[src/rtl/train_sequencer.sv]
// -----------------------------------------------------------------------------
// train_sequencer
//
// Epoch/sample sequencer for the pattern store. A run starts on `go` in IDLE
// with a START pulse. Each epoch has TRAIN training samples (TR strobes) and
// then VALID validation samples (VL strobes), followed by one SW
// (store-weights) pulse. The run ends with an END pulse. After each strobe
// the sequencer waits for the architecture's s_done pulse before issuing the
// next sample. A watchdog aborts a stalled wait: it sets err and pulses END.
//
// Every output is a flop, decoded from the next state, so each strobe is
// high for exactly the cycles the FSM spends in the matching state.
//
// Ports
//   clk, rst_n          clock; asynchronous active-low reset
//   go                  run request, sampled in IDLE only
//   TRAIN/VALID/EPOCH   per-run counts, latched when go is accepted
//   s_done              architecture finished the current sample
//   START/TR/VL/SW/END  one-cycle strobes
//   busy                high from the START cycle through the END cycle
//   err                 sticky watchdog flag, cleared by the next accepted go
//   sample_idx          index of the current sample within its phase
//   epoch_idx           number of completed epochs
// -----------------------------------------------------------------------------
module train_sequencer #(
    parameter int unsigned BITS    = 32,
    parameter int unsigned TIMEOUT = 4096
) (
    input  logic            clk,
    input  logic            rst_n,
    input  logic            go,
    input  logic [BITS-1:0] TRAIN,
    input  logic [BITS-1:0] VALID,
    input  logic [BITS-1:0] EPOCH,
    input  logic            s_done,
    output logic            START,
    output logic            TR,
    output logic            VL,
    output logic            SW,
    output logic            END,
    output logic            busy,
    output logic            err,
    output logic [BITS-1:0] sample_idx,
    output logic [BITS-1:0] epoch_idx
);

    typedef enum logic [2:0] {
        S_IDLE, S_STRT, S_T_REQ, S_T_WAIT, S_V_REQ, S_V_WAIT, S_STORE, S_FIN
    } state_e;

    // The watchdog counts 0 .. TIMEOUT-1. It fires on the cycle that holds
    // the last count, unless s_done arrives in that same cycle.
    localparam int unsigned    WD_W    = (TIMEOUT > 1) ? $clog2(TIMEOUT) : 1;
    localparam logic [WD_W-1:0] WD_LAST = WD_W'((TIMEOUT == 0) ? 0 : TIMEOUT - 1);
    localparam bit             WD_EN   = (TIMEOUT != 0);

    state_e          state_q, state_d;
    logic [BITS-1:0] train_q, train_d;
    logic [BITS-1:0] valid_q, valid_d;
    logic [BITS-1:0] epoch_q, epoch_d;
    logic [BITS-1:0] sample_q, sample_d;
    logic [BITS-1:0] epoch_cnt_q, epoch_cnt_d;
    logic [WD_W-1:0] wd_q, wd_d;
    logic            err_q, err_d;
    logic            start_q, tr_q, vl_q, sw_q, end_q, busy_q;

    logic [BITS-1:0] sample_inc;
    logic [BITS-1:0] epoch_inc;
    logic            wd_expired;

    assign sample_inc = sample_q + BITS'(1);
    assign epoch_inc  = epoch_cnt_q + BITS'(1);
    assign wd_expired = WD_EN && (wd_q == WD_LAST);

    // NOTE: every signal written here gets a default first, so that no path
    // through the case statement leaves a value unassigned and infers a latch.
    always_comb begin
        state_d     = state_q;
        train_d     = train_q;
        valid_d     = valid_q;
        epoch_d     = epoch_q;
        sample_d    = sample_q;
        epoch_cnt_d = epoch_cnt_q;
        wd_d        = wd_q;
        err_d       = err_q;

        case (state_q)
            S_IDLE: begin
                if (go) begin
                    train_d     = TRAIN;
                    valid_d     = VALID;
                    epoch_d     = EPOCH;
                    sample_d    = '0;
                    epoch_cnt_d = '0;
                    err_d       = 1'b0;
                    state_d     = S_STRT;
                end
            end
            S_STRT: begin
                if (epoch_q == '0 || (train_q == '0 && valid_q == '0)) begin
                    state_d = S_FIN;
                end else if (train_q != '0) begin
                    state_d = S_T_REQ;
                end else begin
                    state_d = S_V_REQ;
                end
            end
            // The REQ states ignore s_done. Clearing the watchdog here means it
            // always starts from zero when the following WAIT state is entered.
            S_T_REQ: begin
                wd_d    = '0;
                state_d = S_T_WAIT;
            end
            S_V_REQ: begin
                wd_d    = '0;
                state_d = S_V_WAIT;
            end
            S_T_WAIT: begin
                if (s_done) begin
                    if (sample_inc == train_q) begin
                        sample_d = '0;
                        state_d  = (valid_q == '0) ? S_STORE : S_V_REQ;
                    end else begin
                        sample_d = sample_inc;
                        state_d  = S_T_REQ;
                    end
                end else if (wd_expired) begin
                    err_d   = 1'b1;
                    state_d = S_FIN;
                end else begin
                    wd_d = wd_q + WD_W'(1);
                end
            end
            S_V_WAIT: begin
                if (s_done) begin
                    if (sample_inc == valid_q) begin
                        sample_d = '0;
                        state_d  = S_STORE;
                    end else begin
                        sample_d = sample_inc;
                        state_d  = S_V_REQ;
                    end
                end else if (wd_expired) begin
                    err_d   = 1'b1;
                    state_d = S_FIN;
                end else begin
                    wd_d = wd_q + WD_W'(1);
                end
            end
            S_STORE: begin
                epoch_cnt_d = epoch_inc;
                if (epoch_inc == epoch_q) begin
                    state_d = S_FIN;
                end else if (train_q != '0) begin
                    state_d = S_T_REQ;
                end else begin
                    state_d = S_V_REQ;
                end
            end
            S_FIN: begin
                state_d = S_IDLE;
            end
            default: begin
                state_d = S_IDLE;
            end
        endcase
    end

    // NOTE: sequential state uses non-blocking assignments only, so every
    // flop samples the values from before the clock edge.
    always_ff @(posedge clk or negedge rst_n) begin
        if (!rst_n) begin
            state_q     <= S_IDLE;
            train_q     <= '0;
            valid_q     <= '0;
            epoch_q     <= '0;
            sample_q    <= '0;
            epoch_cnt_q <= '0;
            wd_q        <= '0;
            err_q       <= 1'b0;
            start_q     <= 1'b0;
            tr_q        <= 1'b0;
            vl_q        <= 1'b0;
            sw_q        <= 1'b0;
            end_q       <= 1'b0;
            busy_q      <= 1'b0;
        end else begin
            state_q     <= state_d;
            train_q     <= train_d;
            valid_q     <= valid_d;
            epoch_q     <= epoch_d;
            sample_q    <= sample_d;
            epoch_cnt_q <= epoch_cnt_d;
            wd_q        <= wd_d;
            err_q       <= err_d;
            start_q     <= (state_d == S_STRT);
            tr_q        <= (state_d == S_T_REQ);
            vl_q        <= (state_d == S_V_REQ);
            sw_q        <= (state_d == S_STORE);
            end_q       <= (state_d == S_FIN);
            busy_q      <= (state_d != S_IDLE);
        end
    end

    assign START      = start_q;
    assign TR         = tr_q;
    assign VL         = vl_q;
    assign SW         = sw_q;
    assign END        = end_q;
    assign busy       = busy_q;
    assign err        = err_q;
    assign sample_idx = sample_q;
    assign epoch_idx  = epoch_cnt_q;

endmodule

[config.mk]
export PLATFORM = sky130hd
export DESIGN_NAME = train_sequencer
export DESIGN_NICKNAME = d
export VERILOG_FILES = /design/src/rtl/train_sequencer.sv
export SDC_FILE = /design/constraint.sdc
export NUM_CORES = 1
export LEC_CHECK = 0
export BUFFER_PORTS_ARGS = -buffer_cell sky130_fd_sc_hd__buf_2
export CAP_MARGIN = 20
export CELL_PAD_IN_SITES_DETAIL_PLACEMENT = 1
export CELL_PAD_IN_SITES_GLOBAL_PLACEMENT = 1
export CORE_UTILIZATION = 45
export DETAILED_ROUTE_END_ITERATION = 6
export GPL_ROUTABILITY_DRIVEN = 0
export GPL_TIMING_DRIVEN = 0
export PLACE_DENSITY_LB_ADDON = 0.1
export SLEW_MARGIN = 20
export SYNTH_ARGS = -nofsm -noshare
export SYNTH_HDL_FRONTEND = slang
export SYNTH_SLANG_ARGS = --single-unit
export TNS_END_PERCENT = 100
[constraint.sdc]
create_clock -name clk -period 5.9 [get_ports clk]
set_input_delay 1.18 -clock clk [delete_from_list [all_inputs] [get_ports clk]]
set_output_delay 1.18 -clock clk [all_outputs]
set_load 0.005 [all_outputs]
==> results.txt, run 1 <==
Tracing the worst setup path back leads to its startpoint at sample_idx[0]$_DFFE_PN0P_. Summing every instance area after synthesis gives 11230 sq um. The synthesis warning total came out at 0. The final count of pins violating max slew came out at 0. Timing would allow up to 179.1 MHz.

The summed negative setup slack over all endpoints came out at 0 ps. Max-cap violations in this run came to 0. The largest net degree at the start of global routing is 96.

The leading cell type by number of instances after synthesis is sky130_fd_sc_hd__dfrtp_1. The time the final worst path needs with I/O delays and setup is 5584 ps. After synthesis the netlist holds a flip-flop and latch count of 182. Among all stages on the critical path, the largest delay is contributed by sky130_fd_sc_hd__dfrtp_1. The fraction of the yosys area taken by sequential cells came out at 40.54%. The initial antenna violation count is 1.

Measured along the y axis, the die boundary spans 160.0 microns. The antenna violation net count after detailed routing is 0. The cell type with the highest aggregate area in the netlist is sky130_fd_sc_hd__dfrtp_1.

Port buffering added 169 buffers. The largest single stage delay on the critical path is 620 ps. In the finished design, the share of the clock period the worst path needs comes to 94.64%. The relative slew slack came out at 28.20%. The flow ran to the end, and the final reports show no timing, DRC or antenna violations. The min-delay analysis places its worst path in the category flop to flop. The share of the synthesized area in the top cell type is 40.54%.

Summed over all layers, the routed wires come to 40150 microns. The utilization of the core after routing is 53.90%. Among all flip-flop cells after synthesis, the most frequent one is sky130_fd_sc_hd__dfrtp_1. TritonCTS built the clock tree. Dividing the detail-routed wire length by the instance count gives 23.13 microns.

The number of buffers inserted to repair setup after CTS is 0. The total nets after synthesis came out at 1311. Counting flops with an async set or reset pin after synthesis yields a share of 100.0%. By count the netlist is led by sky130_fd_sc_hd__dfrtp_1 (182), sky130_fd_sc_hd__nand2_1 (92), sky130_fd_sc_hd__mux2_2 (90). At the worst endpoint, the arrival time is 5920 ps. In this run, post-CTS hold repair placed 0 buffers. Buffers inserted during clock tree synthesis total 17. The all-layer global routing usage is 32.06%. The area enclosed by the die boundary is 25600 sq um. The first-pass GRT wire length came out at 63470 microns.

The deepest level of the CTS H-tree came out at 4. The area added between synthesis and finish is 17.03%. The via count of the first global-routing pass came to 10950. The clock root buffer is sky130_fd_sc_hd__clkbuf_16. The count of final setup violators came out at 0. Counting stages on the worst path, the most repeated cell is sky130_fd_sc_hd__clkbuf_1. After detailed routing, the number of remaining DRC violations is 0.

The CTS clock-pin slew for the worst setup and hold paths came out at 80 ps. Setup repair after global routing left no endpoint under its margin. The starting DRC count in detailed routing came out at 886. The proportion of layout cells with a drive suffix above 1 is 22.96%.

The via density per instance came out at 6.186. The number of enable flip-flop cells after synthesis is 0. Dividing total power by cell area gives a power density of 444.7 nW/um^2.

The slew at the pin with the worst max-slew slack came out at 1067 ps. The area of the core is 24390 sq um. After synthesis, the cell types taking the most area are sky130_fd_sc_hd__dfrtp_1 (41%), sky130_fd_sc_hd__mux2_2 (9.0%), sky130_fd_sc_hd__xnor2_1 (6.9%), sky130_fd_sc_hd__xor2_1 (3.2%), sky130_fd_sc_hd__nand2_1 (3.1%). The total grt overflow is 0.

The synthesized instance count is 1208. The total number of clock tree sinks came out at 182. The worst setup skew after layout came out at 15.19 ps.

The standard-cell row count came out at 57. The startpoint identified for the worst register-to-register timing path is sample_idx[0]$_DFFE_PN0P_. The worst endpoint required time came out at 6240 ps. STA classifies the critical path startpoint as a flop.

In this run the worst path has a maximum fanout of 10. The clock latency at the later pin of the worst-skew pair came out at 450 ps. The post-synthesis area per instance came out at 9.300 sq um. The number of gates given a new drive strength after cts is 0. The number of hold violations in the final report is 0. The number of nets in the layout is 1501. The count of cell types in the netlist is 73. The die is 160.0 microns wide. The maximum buffer depth of the clock tree came out at 2. The number of iterations in the first detailed-routing pass came out at 5. The leakage power total is 5.459 nW. The worst setup path is of the flop to flop kind. In this run the most critical hold path is launched from wd_q[10]$_DFFE_PN0P_. The initial utilization of the core area, before any placement, comes to 46.06%. The signal on the critical path passes through ha_1 -> clkbuf_1 -> nand4_1 -> clkbuf_1 -> nor3_2 -> clkbuf_1 -> nand3_1 -> xnor2_1 -> a22o_1 -> or4_1 -> nor4_2 -> a2bb2oi_4 -> nor2_1 -> clkbuf_1 -> a22o_1. The post-detailed-placement half-perimeter wirelength is 30070 microns. The final route contains 10740 vias. STA classifies the critical path endpoint as a flop.

The boundary pin count is 171. The largest vdd supply drop came out at 0.2265 mV.
-- layer usage --
metal	wire [microns]	GRT usage [%]
met1	18330	45.83
met2	17860	48.89
met3	2669	5.247
met4	1295	11.56
met5	0	0
-- flip-flops by register name (all words and copies together), names as in the netlist --
signal      count
epoch_idx      32
epoch_q        32
sample_idx     32
train_q        32
valid_q        32
wd_q           12
state_q         3
END             1
START           1
SW              1
TR              1
VL              1
busy            1
err             1
-- path summary, 6_finish.rpt --
| kind | to | slack (ps) | depth (start not counted) |
|---|---|---|---|
| max | sample_idx[19]$_DFFE_PN0P_ | 320 | 15 |
| min | wd_q[10]$_DFFE_PN0P_ | 540 | 1 |
| max reg2reg | sample_idx[19]$_DFFE_PN0P_ | 320 | 15 |
| min reg2reg | wd_q[10]$_DFFE_PN0P_ | 540 | 1 |
| max in group asynchronous | state_q[0]$_DFF_PN0_ | 4220 | 2 |
| min in group asynchronous | sample_idx[23]$_DFFE_PN0P_ | 720 | 1 |
-- worst max-delay path: cells and delay by family, from the launching register on --
kind            cells  cell delay (ps)
simple gates        6             2060
compound gates      3              870
fa+ha+maj           1              220
xor+xnor            1              230
buf+inv             4             1450
flops               1              620
-- per-stage QoR --
step / setup WS (ps) / area [sq um] / power [mW] / instances / hold slack, ps
floorplan: 1906 / 11230 / 3.690 / 1208 / 464.7
global placement: 390.1 / 12490 / 4.467 / 1701 / 490.0
detailed placement: 292.6 / 12530 / 4.567 / 1703 / 497.9
CTS: 267.8 / 13140 / 5.818 / 1735 / 542.5
global route: 108.1 / 13150 / 6.159 / 1735 / 578.7
finish: 316.0 / 13150 / 5.847 / 1736 / 542.1
-- power by group --
group          switching [mW]  leakage [nW]  total [mW]  internal (mW)
clock network           0.572         0.296        1.22          0.646
logic                    1.30          2.84        2.35           1.06
registers               0.610          2.32        2.28           1.66
total                    2.48          5.46        5.85           3.37
-- kinds of logic (layout without fill, tap and decap cells) --
kind of cell / after synthesis / count (layout) / share of synthesized area, %
compound gates: 238 / 238 / 14.00
xor+xnor: 132 / 132 / 10.49
fa+ha+maj: 3 / 3 / 0.3341
buf+inv: 107 / 310 / 3.898
flops: 182 / 182 / 40.54
mux: 97 / 97 / 9.645
other cells: 0 / 1 / 0
simple gates: 449 / 449 / 21.09
-- area by class of cell --
cell class | count | area (sq um)
flip-flops and latches | 182 | 4554
well taps | 324 | 405.4
multi-input cells | 919 | 6247
clock buffers | 18 | 429.2
plain buffers | 90 | 374.1
clock inverters | 14 | 183.9
repair buffers | 171 | 887.1
inverters | 17 | 63.81
diodes | 1 | 2.502
fillers | 2873 | 11240
-- layout by cell type (no fill, tap or decap), types with 17 or more instances in the layout --
cell                        netlist  routed
sky130_fd_sc_hd__a21oi_1         26      26
sky130_fd_sc_hd__a22o_1          23      23
sky130_fd_sc_hd__buf_2           14     182
sky130_fd_sc_hd__clkbuf_1        65      66
sky130_fd_sc_hd__clkbuf_16        0      17
sky130_fd_sc_hd__dfrtp_1        182     182
sky130_fd_sc_hd__inv_1           17      17
sky130_fd_sc_hd__mux2_2          90      90
sky130_fd_sc_hd__nand2_1         92      92
sky130_fd_sc_hd__nand3_1         33      33
sky130_fd_sc_hd__nand4_1         45      45
sky130_fd_sc_hd__nor2_1          89      89
sky130_fd_sc_hd__nor3_1          39      38
sky130_fd_sc_hd__nor4_1          42      42
sky130_fd_sc_hd__o21ai_0         65      65
sky130_fd_sc_hd__o21ai_1         25      25
sky130_fd_sc_hd__xnor2_1         89      89
sky130_fd_sc_hd__xor2_1          41      41
No activity file was read; power rests on OpenSTA's default activity.
==> run 2, diff against run 1 <==
--- a/config.mk
+++ b/config.mk
@@ -9,7 +9,7 @@
 export CAP_MARGIN = 20
 export CELL_PAD_IN_SITES_DETAIL_PLACEMENT = 1
 export CELL_PAD_IN_SITES_GLOBAL_PLACEMENT = 1
-export CORE_UTILIZATION = 45
+export CORE_UTILIZATION = 44
 export DETAILED_ROUTE_END_ITERATION = 6
 export GPL_ROUTABILITY_DRIVEN = 0
 export GPL_TIMING_DRIVEN = 0
==> constraint.sdc (replaced) <==
create_clock -name clk -period 6.15 [get_ports clk]
set_input_delay 1.23 -clock clk [delete_from_list [all_inputs] [get_ports clk]]
set_output_delay 1.23 -clock clk [all_outputs]
set_load 0.005 [all_outputs]
==> run 2 against run 1 <==
Compared with the run above:
- count of clock-buffer cells in the layout is the same
- total power shrank 5.5%
- wire length shrank 1.3%
- cell area is essentially flat
- final cell count grew 0.46%
- flip-flop and latch count is the same
- hold slack lost 25 ps
- clock power shrank 11%
- non-clock buffer count is the same
- utilization shrank 1.6 points
- via count shrank 1.5%
- critical endpoint is now sample_idx[9]$_DFFE_PN0P_
- largest cell class unchanged
==> results.txt, run 2 (synthesized netlist as in run 1, its figures left out) <==
The critical path capture point type is a flop. The count of nets left with antenna violations once routing finished came out at 0. In this run the worst setup path begins at sample_idx[0]$_DFFE_PN0P_. The CTS clock-pin slew for the worst setup and hold paths came out at 80 ps. Cells fill 52.31% of the core in the end. The routed via count is 10580.

After detailed routing, the number of remaining DRC violations is 0. In the layout the commonest cells are sky130_fd_sc_hd__dfrtp_1 (182), sky130_fd_sc_hd__buf_2 (182), sky130_fd_sc_hd__nand2_1 (92), sky130_fd_sc_hd__mux2_2 (90). The reg2reg setup slack is 490 ps. The largest net degree at the start of global routing came out at 87. The starting density of the core is 44.74%.

The path type of the worst min-delay path is flop to flop. The layer with the highest usage is met2. The count of buffers added on input and output ports is 169. The area added between synthesis and finish came out at 16.92%.

The smallest hold slack came out at 516.9 ps. The initial antenna violation count is 3. Counting stages on the worst path, the most repeated cell is sky130_fd_sc_hd__clkbuf_1.

The highest clock rate came out at 176.6 MHz. The biggest cell delay along the critical path came out at 590 ps. The worst endpoint required time is 6490 ps.

The number of hold violations in the final report came out at 0. The via count of the first global-routing pass came out at 10640. The sort of element at the start of the critical path is a flop. The time the final worst path needs with I/O delays and setup is 5662 ps. In the routed layout, each cell is associated on average with a via count of 6.066. Across the run, the number of max-cap violations was 0. For met1 alone, demand over resource in global routing was 43.45%.

The number of gates given a new drive strength after cts is 0. The first-pass GRT wire length is 61680 microns. The area of the core came out at 25110 sq um. In the final timing run, aggregate negative setup slack is 0 ps. The number of nets in the layout came out at 1501. The clock tree from TritonCTS is yes.

The area enclosed by the die boundary came out at 26180 sq um. The slew at the pin with the worst max-slew slack came out at 1147 ps. The clock root buffer is sky130_fd_sc_hd__clkbuf_16. Clock latency on the worst-skew pair, taken at its later pin, is 450 ps. The largest fanout of any net on the critical path came out at 10. Following the worst setup path forward leads to its endpoint at sample_idx[9]$_DFFE_PN0P_. The clock passes through at most 2 buffers. The worst setup skew after layout is 14.78 ps. The number of iterations in the first detailed-routing pass came out at 5. The met3 track demand over resource in global routing came out at 5.567%. Traced cell by cell, the critical path runs through ha_1 -> clkbuf_1 -> nand4_1 -> clkbuf_1 -> nor3_1 -> clkbuf_1 -> nand3_1 -> xnor2_1 -> a22o_1 -> or4_1 -> nor4_2 -> a2bb2oi_4 -> nor2_1 -> clkbuf_1 -> a22o_1.

In the final routed layout, each cell accounts on average for 22.71 microns. Setup repair after global routing left no endpoint under its margin. The final count of pins violating max slew came to 0. In this run the critical register-to-register path is captured at sample_idx[9]$_DFFE_PN0P_.

The post-route clock period utilization came out at 92.07%. The power per standard cell area is 420.5 nW/um^2. The total overflow left after global routing is 0. The leakage power total is 5.445 nW. The post-detailed-placement half-perimeter wirelength is 30080 microns. The total power draw came out at 5.523 mW.

The slowest stage of the critical path is the sky130_fd_sc_hd__dfrtp_1 cell. The flow ran to the end, and the final reports show no timing, DRC or antenna violations. The final cell area excluding filler cells came out at 13140 sq um. The number of buffers inserted to repair setup after CTS came out at 0. The proportion of layout cells with a drive suffix above 1 came out at 23.03%.

The height of the die is 161.8 microns. Global routing used 47.64% of the available met2 tracks. The worst flop-to-flop path startpoint is sample_idx[0]$_DFFE_PN0P_. Measured against its own limit, the worst slew margin works out to 22.81%.

The number of cells on the worst reg-to-reg path is 15. The category of the critical setup timing path is flop to flop. The total cell area at the placement stage came out at 12560 sq um. The standard-cell row count is 58. Counting the buffers created by CTS gives 17. In the global route stage, overall resource usage came out at 30.91%. The clock tree synthesis step divided the H-tree into 4 levels. For this design, the CTS-stage hold fixing added 0 buffers. The worst-case IR drop observed on VDD is 0.1840 mV. For this design the top-level I/O count stands at 171. The clock drives 182 sinks. Setup violations remaining at the end of the flow were counted as 0. The horizontal die dimension came out at 161.8 microns. The critical path arrival came out at 6000 ps. The starting DRC count in detailed routing is 959. The final wirelength is 39610 microns.
-- run 2: changes by cell type in the layout (fill, tap and decap cells not counted) --
cell                         previous run  this run
sky130_fd_sc_hd__buf_1                  8         7
sky130_fd_sc_hd__buf_16                 1         2
sky130_fd_sc_hd__bufinv_16              2         0
sky130_fd_sc_hd__clkinv_2               0         1
sky130_fd_sc_hd__clkinv_4               2         1
sky130_fd_sc_hd__clkinvlp_4             1         2
sky130_fd_sc_hd__diode_2                1         3
sky130_fd_sc_hd__inv_6                  5         7
sky130_fd_sc_hd__inv_8                  2         1
sky130_fd_sc_hd__nor3_1                38        39
sky130_fd_sc_hd__nor3_2                 2         1
sky130_fd_sc_hd__nor4_1                42        41
sky130_fd_sc_hd__nor4_2                 1         2
-- run 2: metal layers --
metal	share of wire (%)	wire, microns	vias up
met5	0	0	-
met4	2.4	968	0
met3	6.9	2739	69
met2	45	17900	409
met1	45	18000	5293
li1	-	-	4808
-- run 2: cell type report --
| class | instances | area (sq um) |
|---|---|---|
| antenna | 3 | 7.507 |
| inverter | 17 | 63.81 |
| clock inverter | 14 | 133.9 |
| buffer | 90 | 374.1 |
| fill | 2961 | 11970 |
| sequential | 182 | 4554 |
| multi-input combinational | 919 | 6248 |
| timing repair buffer | 171 | 910.9 |
| tap | 330 | 412.9 |
| clock buffer | 18 | 429.2 |
-- run 2: worst min-delay path by stage --
stage | cells after the start | slack, ps | from | end
floorplan | 1 | 460 | wd_q[8]$_DFFE_PN0P_ | wd_q[8]$_DFFE_PN0P_
global placement | 1 | 500 | wd_q[8]$_DFFE_PN0P_ | wd_q[8]$_DFFE_PN0P_
detailed placement | 1 | 510 | wd_q[8]$_DFFE_PN0P_ | wd_q[8]$_DFFE_PN0P_
CTS | 1 | 520 | wd_q[8]$_DFFE_PN0P_ | wd_q[8]$_DFFE_PN0P_
global route | 1 | 540 | wd_q[8]$_DFFE_PN0P_ | wd_q[8]$_DFFE_PN0P_
finish | 1 | 520 | wd_q[5]$_DFFE_PN0P_ | wd_q[5]$_DFFE_PN0P_
-- run 2: stage by stage --
step                      worst slack, ps  cells
final                               487.9   1744
after global routing                171.6   1742
after CTS                           647.8   1741
after detailed placement            661.3   1709
after global placement              682.1   1707
after floorplan                      2156   1208
-- run 2: where the power goes --
group	switching [mW]	leakage, nW	internal, mW
Combinational	1.23	2.85	1.02
Clock	0.557	0.271	0.537
Sequential	0.586	2.32	1.60
Total	2.37	5.45	3.15
-- run 2: critical path, delay by kind of cell, from the launching register on --
family / cells / cell delay [ps]
AOI/OAI and AO/OA: 3 / 830
xor gates and xnor gates: 1 / 230
adders and majority gates: 1 / 210
buffers and inverters: 4 / 1440
DFF: 1 / 590
and+or+nand+nor: 6 / 2230
